`config.mk`:
```
export PLATFORM = sky130hd
export DESIGN_NAME = res_out_reader
export DESIGN_NICKNAME = d
export VERILOG_FILES = /design/src/rtl/res_out_pkg.sv /design/src/rtl/res_fifo.sv /design/src/rtl/res_out_reader.sv
export SDC_FILE = /design/constraint.sdc
export NUM_CORES = 1
export LEC_CHECK = 0
export ABC_AREA = 0
export BUFFER_PORTS_ARGS = -buffer_cell sky130_fd_sc_hd__buf_2
export CORE_UTILIZATION = 38
export CTS_CLUSTER_DIAMETER = 100
export DETAILED_ROUTE_END_ITERATION = 8
export PLACE_DENSITY_LB_ADDON = 0.12
export SYNTH_ARGS = -nofsm -noshare
export SYNTH_HDL_FRONTEND = slang
export SYNTH_SLANG_ARGS = --single-unit
```
`constraint.sdc`:
```
create_clock -name clk -period 17.8 [get_ports clk]
set_input_delay 3.56 -clock clk [delete_from_list [all_inputs] [get_ports clk]]
set_output_delay 3.56 -clock clk [all_outputs]
set_load 0.1 [all_outputs]
```
`src/rtl/res_out_pkg.sv`:
```
// Shared definitions for the res_out ping-pong buffer and its drain-side reader.
package res_out_pkg;

    typedef enum logic [1:0] {
        IDLE  = 2'd0,
        DRAIN = 2'd1,
        FLUSH = 2'd2
    } drain_state_e;

    localparam int RES_RD_DELAY = 2;
    localparam int RES_ADDR_WTH = 2;

endpackage

```
`src/rtl/res_fifo.sv`:
```
// Small synchronous FIFO; head is the oldest entry and is valid whenever !empty.
module res_fifo #(
    parameter int WIDTH = 65,
    parameter int DEPTH = 4
) (
    input  logic                       clk,
    input  logic                       rst,
    input  logic                       push,
    input  logic [WIDTH-1:0]           push_data,
    input  logic                       pop,
    output logic [WIDTH-1:0]           head,
    output logic [$clog2(DEPTH+1)-1:0] count,
    output logic                       empty,
    output logic                       full
);

    localparam int AW = $clog2(DEPTH);
    localparam int CW = $clog2(DEPTH+1);

    logic [DEPTH-1:0][WIDTH-1:0] mem_q, mem_d;
    logic [AW-1:0]               wr_ptr_q, wr_ptr_d;
    logic [AW-1:0]               rd_ptr_q, rd_ptr_d;
    logic [CW-1:0]               count_q, count_d;

    // DEPTH is a power of two, so the pointers wrap on their own.
    always_comb begin
        mem_d    = mem_q;
        wr_ptr_d = wr_ptr_q;
        rd_ptr_d = rd_ptr_q;
        if (push) begin
            mem_d[wr_ptr_q] = push_data;
            wr_ptr_d        = wr_ptr_q + 1'b1;
        end
        if (pop) begin
            rd_ptr_d = rd_ptr_q + 1'b1;
        end
        count_d = count_q + CW'(push) - CW'(pop);
    end

    always_ff @(posedge clk or posedge rst) begin
        if (rst) begin
            mem_q    <= '0;
            wr_ptr_q <= '0;
            rd_ptr_q <= '0;
            count_q  <= '0;
        end else begin
            mem_q    <= mem_d;
            wr_ptr_q <= wr_ptr_d;
            rd_ptr_q <= rd_ptr_d;
            count_q  <= count_d;
        end
    end

    assign head  = mem_q[rd_ptr_q];
    assign count = count_q;
    assign empty = (count_q == '0);
    assign full  = (count_q == CW'(DEPTH));

endmodule

```
`src/rtl/res_out_reader.sv`:
```
// Drains one C tile per output_trigger toggle from the res_out bank and streams
// it on a valid/ready port, issuing reads only when the output FIFO has room.
module res_out_reader
    import res_out_pkg::*;
#(
    parameter int D_WIDTH     = 64,
    parameter int ADDR_WTH    = RES_ADDR_WTH,
    parameter int RD_DELAY    = RES_RD_DELAY,
    parameter int FIFO_DEPTH  = 4,
    parameter int SYNC_STAGES = 2,
    parameter int CNT_WTH     = 16
) (
    input  logic                clk,
    input  logic                rst,
    input  logic                output_trigger,
    output logic                rd_en,
    output logic [ADDR_WTH-1:0] rd_addr,
    input  logic [D_WIDTH-1:0]  rd_data,
    output logic                m_valid,
    input  logic                m_ready,
    output logic [D_WIDTH-1:0]  m_data,
    output logic                m_last,
    output logic                busy,
    output logic [CNT_WTH-1:0]  tile_cnt,
    output logic                overflow_err
);

    localparam int DEPTH_W = $clog2(FIFO_DEPTH+1);
    localparam int INF_W   = $clog2(RD_DELAY+1);
    localparam int CRD_W   = $clog2(FIFO_DEPTH+RD_DELAY+1);
    localparam logic [ADDR_WTH-1:0] LAST_ADDR = '1;

    logic [SYNC_STAGES-1:0] sync_q, sync_d;
    logic                   ref_q, ref_d;
    drain_state_e           state_q, state_d;
    logic [ADDR_WTH-1:0]    addr_q, addr_d;
    logic                   pending_q, pending_d;
    logic                   ovf_q, ovf_d;
    logic [CNT_WTH-1:0]     cnt_q, cnt_d;
    logic [RD_DELAY-1:0]    vld_pipe_q, vld_pipe_d;
    logic [RD_DELAY-1:0]    last_pipe_q, last_pipe_d;

    logic                   tgl_det;
    logic                   start;
    logic                   issue;
    logic                   credit_ok;
    logic [INF_W-1:0]       inflight;
    logic                   fifo_push;
    logic                   fifo_pop;
    logic [D_WIDTH:0]       fifo_head;
    logic [DEPTH_W-1:0]     fifo_count;
    logic                   fifo_empty;
    logic                   fifo_full;

    assign tgl_det = sync_q[SYNC_STAGES-1] ^ ref_q;

    always_comb begin
        inflight = '0;
        for (int i = 0; i < RD_DELAY; i++) begin
            inflight = inflight + INF_W'(vld_pipe_q[i]);
        end
    end

    // Words issued but not yet popped never exceed the FIFO, so a push always fits.
    assign credit_ok = (CRD_W'(fifo_count) + CRD_W'(inflight)) < CRD_W'(FIFO_DEPTH);
    assign issue     = (state_q == DRAIN) && credit_ok && !fifo_full;
    assign fifo_push = vld_pipe_q[RD_DELAY-1];
    assign fifo_pop  = m_valid && m_ready;

    always_comb begin
        sync_d    = {sync_q[SYNC_STAGES-2:0], output_trigger};
        ref_d     = sync_q[SYNC_STAGES-1];
        state_d   = state_q;
        addr_d    = addr_q;
        pending_d = pending_q;
        ovf_d     = ovf_q;
        start     = 1'b0;

        vld_pipe_d[0]  = issue;
        last_pipe_d[0] = issue && (addr_q == LAST_ADDR);
        for (int i = 1; i < RD_DELAY; i++) begin
            vld_pipe_d[i]  = vld_pipe_q[i-1];
            last_pipe_d[i] = last_pipe_q[i-1];
        end

        case (state_q)
            IDLE:  start = tgl_det || pending_q;
            DRAIN: begin
                if (issue) begin
                    addr_d = addr_q + 1'b1;
                    if (addr_q == LAST_ADDR) begin
                        state_d = FLUSH;
                        addr_d  = '0;
                    end
                end
            end
            FLUSH: begin
                if (inflight == '0) begin
                    start = tgl_det || pending_q;
                    if (!start) state_d = IDLE;
                end
            end
            default: state_d = IDLE;
        endcase

        // One event is consumed per tile start; if two are present, one stays pending.
        if (start) begin
            state_d   = DRAIN;
            addr_d    = '0;
            pending_d = pending_q && tgl_det;
        end else if (tgl_det) begin
            if (pending_q) ovf_d = 1'b1;
            else           pending_d = 1'b1;
        end

        cnt_d = cnt_q + CNT_WTH'(fifo_pop && m_last);
    end

    always_ff @(posedge clk or posedge rst) begin
        if (rst) begin
            sync_q      <= '0;
            ref_q       <= 1'b0;
            state_q     <= IDLE;
            addr_q      <= '0;
            pending_q   <= 1'b0;
            ovf_q       <= 1'b0;
            cnt_q       <= '0;
            vld_pipe_q  <= '0;
            last_pipe_q <= '0;
        end else begin
            sync_q      <= sync_d;
            ref_q       <= ref_d;
            state_q     <= state_d;
            addr_q      <= addr_d;
            pending_q   <= pending_d;
            ovf_q       <= ovf_d;
            cnt_q       <= cnt_d;
            vld_pipe_q  <= vld_pipe_d;
            last_pipe_q <= last_pipe_d;
        end
    end

    res_fifo #(
        .WIDTH (D_WIDTH+1),
        .DEPTH (FIFO_DEPTH)
    ) u_fifo (
        .clk       (clk),
        .rst       (rst),
        .push      (fifo_push),
        .push_data ({last_pipe_q[RD_DELAY-1], rd_data}),
        .pop       (fifo_pop),
        .head      (fifo_head),
        .count     (fifo_count),
        .empty     (fifo_empty),
        .full      (fifo_full)
    );

    assign rd_en        = issue;
    assign rd_addr      = addr_q;
    assign m_valid      = !fifo_empty;
    assign m_data       = fifo_head[D_WIDTH-1:0];
    assign m_last       = fifo_head[D_WIDTH];
    assign busy         = (state_q != IDLE);
    assign tile_cnt     = cnt_q;
    assign overflow_err = ovf_q;

endmodule
```
==> After elaboration in Yosys (flattened, before gate mapping) <==
Index checks and enable logic that the tools add are counted.
W data, S select, Z words.
{ "word_totals": {"ff_bits": 296, "input_bits": 68, "out_inout_bits": 87, "elab_cells": 78} }
{ "classes": {"addsub": 8, "order_cmp": 4, "n_eq_ne": 9, "muxes": 19, "n_bitwise": 2, "n_reduce_logical": 20} }
{ "op_table": {"columns": ["op", "n"], "rows": [
  ["$bwmux W260", 1],
  ["$bmux W65 S2", 1],
  ["$demux W65 S2", 1],
  ["$mux W65", 2],
  ["$mux W2", 9],
  ["$add A16 B1 Y16", 1],
  ["$ne A3 B3 Y1 const B", 3],
  ["$reduce_bool A2 Y1", 4],
  ["$logic_and A1 B1 Y1", 7],
  ["$add A2 B1 Y2 const B", 3],
  ["$lt A2 B3 Y1 const B", 2],
  ["$pmux W2 S3", 1],
  ["$reduce_and A5 Y1", 1],
  ["$eq A2 B2 Y1 const B", 2],
  ["$logic_not A2 Y1", 2],
  ["$add A3 B1 Y3", 1],
  ["$add A3 B2 Y3", 1],
  ["$eq A3 B3 Y1 const B", 1],
  ["$logic_not A3 Y1", 1],
  ["$lt A3 B3 Y1 const B", 1],
  ["$mux W1", 3],
  ["$ne A3 B2 Y1 const B", 1],
  ["$reduce_and A3 Y1", 1],
  ["$sub A3 B1 Y3", 1],
  ["other kinds (10)", 11]
]} }

==> Longest topological paths before layout <==
Gate-level depths: netlist of run 1.
{ "logic_depth": {"word_depth": 8, "ltp_mapped": 9} }

==> By module <==
A second synthesis of run 1 with hierarchy kept.
{ "hier_totals": {"cells_unflattened": 768, "area_unflattened_um2": 13716.9} }
{ "modules_own_cells": {"columns": ["mod", "n_inst", "cells_each", "area_per_inst_um2"], "rows": [
  ["res_fifo", 1, 664, 12449.4],
  ["res_out_reader", 1, 104, 1267.5]
]} }

==> Least setup slack after synthesis of run 1 <==
OpenSTA, ideal clock, no wires.
{ "synth_path": {"path_kind": "reg-to-output", "from": "register vld_pipe_q[0]", "to": "output port rd_en", "t_arrival_ps": 2613, "t_required_ps": 14240, "setup_slack_ps": 11627, "stages_incl_launch_ff": 5, "path_cell_list": "dfrtp_1 -> ha_1 -> ha_1 -> a31o_2 -> o31ai_2"} }
{ "synth_between": {"elab_chain_cells": 5} }
{ "synth_lines": {"columns": ["element", "line", "rtl"], "rows": [
  ["from (decl)", "res_out_reader.sv:40", "logic [RD_DELAY-1:0] vld_pipe_q, vld_pipe_d;"],
  ["from (signal assigned)", "res_out_reader.sv:138", "vld_pipe_q <= vld_pipe_d;"],
  ["$add A1 B1 Y2", "res_out_reader.sv:60", "inflight = inflight + INF_W'(vld_pipe_q[i]);"],
  ["$add A3 B2 Y3", "res_out_reader.sv:65", "assign credit_ok = (CRD_W'(fifo_count) + CRD_W'(inflight)) < CRD_W'(FIFO_DEPTH);"],
  ["$lt A3 B3 Y1", "res_out_reader.sv:65", null],
  ["$logic_and A1 B1 Y1 (2 in a row)", "res_out_reader.sv:66", "assign issue = (state_q == DRAIN) && credit_ok && !fifo_full;"],
  ["to (decl)", "res_out_reader.sv:16", "output logic rd_en,"]
]} }
No other way between the ends.

==> Final worst setup path of run 1 <==
{ "layout_path": {"from": "register u_fifo.rd_ptr_q[0]", "to": "output port m_data[0]"} }
{ "layout_between": {"elab_chain_cells": 2} }
{ "layout_lines": {"columns": ["element", "line", "rtl"], "rows": [
  ["from (decl)", "res_fifo.sv:22", "logic [AW-1:0] rd_ptr_q, rd_ptr_d;"],
  ["from (signal assigned)", "res_fifo.sv:49", "rd_ptr_q <= rd_ptr_d;"],
  ["$bmux W65 S2", "res_fifo.sv:54", "assign head = mem_q[rd_ptr_q];"],
  ["$mux W65 (implied by the code)", "res_fifo.sv:54", null],
  ["to (decl)", "res_out_reader.sv:21", "output logic [D_WIDTH-1:0] m_data,"]
]} }
No other way between the ends. The select of a mux whose other input is x is not followed.

==> results of run 1 <==
==> flip-flops by register name, indices dropped and copies added, names as in the netlist <==
name,count
u_fifo.rd_ptr_q,2
last_pipe_q,2
u_fifo.wr_ptr_q,2
overflow_err,1
state_q,2
tile_cnt,16
u_fifo.mem_q,260
vld_pipe_q,2
sync_q,2
pending_q,1
u_fifo.count,3
rd_addr,2
ref_q,1
==> Yosys cell counts (3+ instances only) <==
master                    count  share of area (%)
sky130_fd_sc_hd__and3_1       3               0.15
sky130_fd_sc_hd__buf_12       5               0.77
sky130_fd_sc_hd__buf_2       14               0.54
sky130_fd_sc_hd__buf_4       13               0.75
sky130_fd_sc_hd__buf_6       11               0.96
sky130_fd_sc_hd__dfrtp_1    296                 57
sky130_fd_sc_hd__ha_1        12                1.2
sky130_fd_sc_hd__inv_1       13               0.38
sky130_fd_sc_hd__mux2_2     260                 23
sky130_fd_sc_hd__mux4_2      64                 11
sky130_fd_sc_hd__nand2_1     13               0.38
sky130_fd_sc_hd__nand3_1      5               0.19
sky130_fd_sc_hd__nand4_1      3               0.15
sky130_fd_sc_hd__nor2_1       6               0.17
sky130_fd_sc_hd__xnor2_1      9               0.61
sky130_fd_sc_hd__xor2_1      11               0.75
==> stage by stage <==
stage / util (%) / setup WS, ns
2_1_floorplan: - / 6.06
3_3_place_gp: 41.7 / 11.52
3_5_place_dp: 41.7 / 11.53
4_1_cts: 45.1 / 10.99
5_1_grt: 45.1 / 10.87
6_report: 45.1 / 11.13
==> routing by layer <==
layer | vias to the layer above | GRT usage [%] | part of all wire [%]
met1 | 3691 | 22.5 | 47
met2 | 125 | 25.1 | 46
met4 | 0 | 4.70 | 2.3
met5 | - | 0 | 0
met3 | 52 | 3.16 | 4.3
li1 | 3133 | - | -
==> cells by family after synthesis <==
group,share of synthesized area (%)
AOI/OAI and AO/OA,0.639
buffers and inverters,3.44
and+or+nand+nor,1.71
adders and majority gates,1.39
xor gates and xnor gates,1.36
DFF,57.3
muxes,34.2
==> worst max-delay path by stage <==
stage                           to                from  depth (start not counted)
finish                   m_data[0]  u_fifo.rd_ptr_q[0]                          3
floorplan           last_pipe_q[0]                 rst                          1
global route             m_data[0]  u_fifo.rd_ptr_q[0]                          3
global placement         m_data[0]  u_fifo.rd_ptr_q[0]                          3
CTS                      m_data[0]  u_fifo.rd_ptr_q[0]                          3
detailed placement       m_data[0]  u_fifo.rd_ptr_q[0]                          3
==> layout by cell type, fill, tap and decap left out, types with 7 or more instances in the layout <==
cell	instances
sky130_fd_sc_hd__dfrtp_1	294
sky130_fd_sc_hd__mux2_2	260
sky130_fd_sc_hd__buf_2	154
sky130_fd_sc_hd__mux4_2	64
sky130_fd_sc_hd__clkbuf_16	37
sky130_fd_sc_hd__inv_1	12
sky130_fd_sc_hd__ha_1	12
sky130_fd_sc_hd__clkbuf_1	12
sky130_fd_sc_hd__xor2_1	11
sky130_fd_sc_hd__nand2_1	9
sky130_fd_sc_hd__xnor2_1	9
sky130_fd_sc_hd__clkbuf_8	7
==> cell type report <==
type	count	area (µm²)	area share [%]
clock inverters	7	85.1	0.563
inverters	13	56.3	0.372
flip-flops and latches	296	7410	49.0
repair buffers	161	836	5.53
well taps	448	561	3.71
clock buffers	56	1070	7.06
multi-input cells	414	5100	33.8
==> impl_results.rst, run 1 <==
.. list-table::
   :header-rows: 1

   * - Metric
     - Value
   * - GRT Residual Overflow
     - 0
   * - Total clock buffers created by CTS
     - 35
   * - Number of gates resized after CTS
     - 0
   * - Pin count of the biggest net entering global routing
     - 166
   * - Achievable Freq
     - 150 MHz
   * - Slew of the pin with the lowest slew margin
     - 0.995 ns
   * - Post-detailed-placement half-perimeter wirelength
     - 15,800 µm
   * - Share of synthesized flip-flops with an asynchronous set or reset
     - 100%
   * - Worst hold endpoint
     - last_pipe_q[1]
   * - Final weighted congestion in routability-driven placement
     - 0.706
   * - Global-route wire length before repair
     - 44,300 µm
   * - Part of the cycle the worst path needs
     - 37.5%
   * - Global-route total usage across every layer
     - 16.0%
   * - Layout-stage area growth over the synthesis result
     - 17.0%
   * - Number of buffers added on ports
     - 154
   * - Clock Tree Root
     - sky130_fd_sc_hd__clkbuf_16
   * - Number of vias in the routed layout
     - 7,001
   * - Crit path kind
     - reg2out
   * - Violation count after the first detailed-routing iteration
     - 303
   * - Min-Delay Path Class
     - reg2reg
   * - Number of I/O pins
     - 155
   * - Endpoints failing setup
     - 0
   * - Max cap viols
     - 0
   * - Initial antenna violation count
     - 0
   * - Clock tree from TritonCTS
     - done
   * - FF-to-FF End
     - tile_cnt[14]
   * - Worst clock skew on the final layout
     - 0.00656 ns
   * - DRC violations left
     - 2
   * - Total core area
     - 33,500 µm²
   * - WP data required
     - 14.24 ns
   * - Yosys cell types
     - 38
   * - Count of buffering cells on the critical path with inverters included
     - 2
   * - Detailed-routing iteration count for the pre-antenna-repair pass
     - 6
   * - Placed cell count
     - 1,332
   * - Reg2reg start
     - u_fifo.rd_ptr_q[0]
   * - Post-Synthesis Net Count
     - 848
   * - Crit path max-delay family
     - buffers and inverters
   * - Post-Route Hold Slack
     - 0.349 ns
   * - Number of setup buffers added after CTS
     - 0
   * - Post-route cell area
     - 15,100 µm²
   * - Average footprint of a synthesized cell
     - 16.9 µm²
   * - Worst Hold Depth
     - 0
   * - Chain of cells forming the critical path
     - buf_4 > mux4_1 > buf_2
   * - Maximum fanout along the worst path
     - 43
   * - Post-synthesis cell area
     - 12,900 µm²
   * - Kind of start point of the critical path
     - flip-flop
   * - Clock Sinks
     - 296
   * - Pins Over Slew Limit
     - 0
   * - Number of synthesized flops with an enable pin
     - 0
   * - Setup repair after global routing missed its margin
     - no
   * - Via count of the first global-routing pass
     - 7,599
   * - R2R depth
     - 9
   * - Data arrival, critical path
     - 3.11 ns
   * - Kind of end point of the critical path
     - output port
   * - Die extent in y
     - 186 µm
   * - Starting density of the core
     - 38.5%
   * - Drt wl/cell
     - 19.2 µm
   * - Headroom to the max-slew limit
     - 33.7%
   * - Horizontal extent of the die
     - 186 µm
   * - Final Hold Vio Count
     - 0
   * - Worst-case register-to-register setup slack
     - 14.14 ns
   * - Violated checks
     - DRC
   * - Std cell rows
     - 67
   * - Number of instances in the synthesized netlist
     - 767
   * - Slowest-stage cell, CP
     - sky130_fd_sc_hd__buf_4
   * - Sum of negative setup slack
     - 0 ns
   * - Net total in the final layout
     - 1,002
   * - Synth Register Bits
     - 296
   * - Post-synthesis sequential area ratio
     - 57.3%
   * - Residual antenna-violating net count after detailed routing
     - 0
   * - Diodes inserted
     - 0
   * - Yosys warning count
     - 0
   * - Overall die area
     - 34,800 µm²
   * - Min Tclk post-route
     - 6.67 ns
   * - CTS clock-pin slew for the worst setup and hold paths
     - 0.06 ns
   * - Maximum level of the CTS H-tree
     - 2
   * - Placed cell area
     - 14,000 µm²
   * - Beginning of the worst hold path
     - last_pipe_q[0]
   * - Hold_buf cts
     - 0
   * - Clock Latency Late Sink
     - 0.50 ns
   * - Layout fillers
     - 3,056
   * - Post-DR vias/cell
     - 5.02
   * - Final standard cell count with taps included and fillers excluded
     - 1,395
   * - Run status
     - finished, violations left
   * - Delay of the slowest cell on the worst path
     - 0.84 ns
   * - Proportion of layout cells with a drive suffix above 1
     - 58.3%
   * - Primary flip-flop cell chosen by synthesis mapping
     - sky130_fd_sc_hd__dfrtp_1
   * - CTS Buffer Depth
     - 3
   * - Total wirelength of the detailed-routed design
     - 26,800 µm
Power of run 1 is left out: the tool's default activity adds up to more than one toggle a clock period on the data nets, which glitch-free logic cannot reach.
==> run 2, diff against run 1 <==
ABC_AREA = 1   (was 0)
clock period = 6.6 ns   (was 17.8 ns; I/O delays follow)
==> run 2 against run 1 <==
The flow now finishes without violations. Sequential share of layout area rose by 0.52 points. Clock skew rose by 0.0024 ns. Synthesized cell count rose by 90%. Final cell count rose by 45%. Clock-buffer cell count fell by 8. Non-clock buffer count rose by 4. Flip-flop and latch count did not move.
==> impl_results.rst, run 2 <==
.. list-table::
   :header-rows: 1

   * - Metric
     - Value
   * - Pins Over Slew Limit
     - 0
   * - Hold_buf cts
     - 0
   * - GRT Residual Overflow
     - 0
   * - Crit path kind
     - reg2out
   * - Maximum fanout along the worst path
     - 100
   * - Total core area
     - 32,900 µm²
   * - Post-synthesis cell area
     - 12,900 µm²
   * - Global-route wire length before repair
     - 52,300 µm
   * - Maximum level of the CTS H-tree
     - 2
   * - Clock Latency Late Sink
     - 0.51 ns
   * - Min-Delay Path Class
     - reg2reg
   * - Setup repair after global routing missed its margin
     - no
   * - Number of gates resized after CTS
     - 0
   * - Setup slack at placement
     - 2.47 ns
   * - Post-synthesis sequential area ratio
     - 57.6%
   * - Part of the cycle the worst path needs
     - 69.8%
   * - Leading post-synthesis cells by cell area
     - sky130_fd_sc_hd__dfrtp_1 58%, sky130_fd_sc_hd__o21ai_0 14%, sky130_fd_sc_hd__nand2_1 8.7%, sky130_fd_sc_hd__nor2_1 4.3%, sky130_fd_sc_hd__o22ai_1 3.1%
   * - Final weighted congestion in routability-driven placement
     - 0.768
   * - Post-DR vias/cell
     - 4.99
   * - Post-Synthesis Net Count
     - 1,540
   * - Headroom to the max-slew limit
     - 29.1%
   * - Kind of start point of the critical path
     - flip-flop
   * - Number of setup buffers added after CTS
     - 0
   * - WP data required
     - 5.28 ns
   * - Worst clock skew on the final layout
     - 0.00896 ns
   * - Kind of end point of the critical path
     - output port
   * - Number of buffers added on ports
     - 154
   * - Horizontal extent of the die
     - 186 µm
   * - Die extent in y
     - 186 µm
   * - Worst-case register-to-register setup slack
     - 3.42 ns
   * - Detailed-routing iteration count for the pre-antenna-repair pass
     - 5
   * - Min Tclk post-route
     - 4.61 ns
   * - Overall die area
     - 34,600 µm²
   * - Starting density of the core
     - 39.0%
   * - Number of synthesized flops with an enable pin
     - 0
   * - Reg2reg start
     - u_fifo.rd_ptr_q[0]
   * - Total clock buffers created by CTS
     - 36
   * - Clock tree from TritonCTS
     - done
   * - Yosys cell types
     - 27
   * - Slowest-stage cell, CP
     - sky130_fd_sc_hd__inv_4
   * - Achievable Freq
     - 217 MHz
   * - Data arrival, critical path
     - 3.29 ns
   * - Layout-stage area growth over the synthesis result
     - 16.4%
   * - Most frequent standard cell in the layout excluding fill and tap cells
     - sky130_fd_sc_hd__o21ai_0
   * - Drt wl/cell
     - 15.9 µm
   * - Max cap viols
     - 0
   * - Placed cell count
     - 1,967
   * - Via count of the first global-routing pass
     - 9,781
   * - Minimum setup slack in the final design
     - 1.99 ns
   * - DRC violations left
     - 0
   * - Most area-hungry cell type in the Yosys netlist
     - sky130_fd_sc_hd__dfrtp_1
   * - Slew of the pin with the lowest slew margin
     - 1.06 ns
   * - Clock Sinks
     - 296
   * - Share of synthesized flip-flops with an asynchronous set or reset
     - 100%
   * - Proportion of layout cells with a drive suffix above 1
     - 14.8%
   * - Max FFs per register
     - 260
   * - Commonest cells after routing, fill and taps aside
     - 366 x sky130_fd_sc_hd__o21ai_0, 298 x sky130_fd_sc_hd__nand2_1, 294 x sky130_fd_sc_hd__dfrtp_1
   * - Final Hold Vio Count
     - 0
   * - CTS Buffer Depth
     - 3
   * - Net total in the final layout
     - 1,644
   * - Number of I/O pins
     - 155
   * - Final standard cell count with taps included and fillers excluded
     - 2,028
   * - Crit path from
     - u_fifo.rd_ptr_q[0]
   * - Clock Tree Root
     - sky130_fd_sc_hd__clkbuf_16
   * - Post-detailed-placement half-perimeter wirelength
     - 17,900 µm
   * - Most used standard cell by instance count after synthesis
     - sky130_fd_sc_hd__o21ai_0
   * - Endpoints failing setup
     - 0
   * - Count of buffering cells on the critical path with inverters included
     - 3
   * - Primary flip-flop cell chosen by synthesis mapping
     - sky130_fd_sc_hd__dfrtp_1
   * - Sum of negative setup slack
     - 0 ns
   * - Yosys warning count
     - 0
   * - Run status
     - completed
   * - Number of vias in the routed layout
     - 10,100
   * - Chain of cells forming the critical path
     - inv_4 > buf_4 > nor2_1 > o22ai_1 > buf_2
   * - Initial antenna violation count
     - 1
   * - Residual antenna-violating net count after detailed routing
     - 0
   * - Pin count of the biggest net entering global routing
     - 155
   * - Violation count after the first detailed-routing iteration
     - 732
   * - Delay of the slowest cell on the worst path
     - 0.82 ns
   * - Global-route total usage across every layer
     - 19.1%
   * - Std cell rows
     - 66
   * - Average footprint of a synthesized cell
     - 8.81 µm²
   * - Share of the synthesized area in the top cell type
     - 57.6%
   * - Largest register by flop count
     - u_fifo.mem_q
   * - Utilization after layout
     - 45.4%
   * - Number of instances in the synthesized netlist
     - 1,459
   * - Total wirelength of the detailed-routed design
     - 32,200 µm
   * - Beginning of the worst hold path
     - last_pipe_q[0]
   * - Most common library cells after synthesis
     - 366 x sky130_fd_sc_hd__o21ai_0, 298 x sky130_fd_sc_hd__nand2_1, 296 x sky130_fd_sc_hd__dfrtp_1
   * - Synth Register Bits
     - 296
   * - Crit path max-delay family
     - buffers and inverters
   * - CTS clock-pin slew for the worst setup and hold paths
     - 0.06 ns
## run 2: changes by cell type in the layout (fill, tap and decap cells not counted), sizes merged, moves of 10 or more
cell,change
nor2,+141
nand3,+10
o21ai,+392
mux2,-260
inv,+86
nand2,+289
mux4,-65
o22ai,+63
## run 2: kinds of logic after synthesis
logic type | after synthesis | synth area share [%]
AO/OA/AOI/OAI | 461 | 18.6
XOR/XNOR | 16 | 1.09
adder cells (fa/ha/maj) | 13 | 1.32
buffers and inverters | 199 | 6.78
flip-flops | 296 | 57.6
AND/OR/NAND/NOR | 474 | 14.6
## run 2: worst paths after layout
check | to | cells past startpoint
worst min-delay path | last_pipe_q[1] | 0
max in group asynchronous | u_fifo.mem_q[223] | 3
worst max-delay path | m_data[55] | 5
min in group asynchronous | u_fifo.count[1] | 2
worst min register to register | last_pipe_q[1] | 0
worst max register to register | tile_cnt[14] | 10
## run 2: final cells by class
type / instances / area (µm²)
fill: 3267 / 18000
sequential: 296 / 7410
multi-input combinational: 964 / 4580
clock buffer: 48 / 1030
timing repair buffer: 165 / 866
tap: 442 / 553
inverter: 100 / 382
clock inverter: 11 / 139
antenna: 2 / 5.00
## run 2: through the flow
stage / cell area (µm²) / hold WS (ns)
floorplan: 12900 / 0.331
global placement: 13800 / 0.336
detailed placement: 13800 / 0.339
CTS: 15000 / 0.352
global route: 15000 / 0.356
finish: 15000 / 0.349
## run 2: routing by layer
layer | part of all wire [%] | track usage (%) | up-vias | wire length [µm]
met5 | 0 | 0 | - | 0
met4 | 2.0 | 5.31 | 0 | 644
met3 | 4.8 | 3.38 | 45 | 1560
met2 | 45 | 29.9 | 205 | 14400
met1 | 48 | 27.1 | 4878 | 15600
li1 | - | - | 5000 | -
Power of run 2 is left out for the same reason.
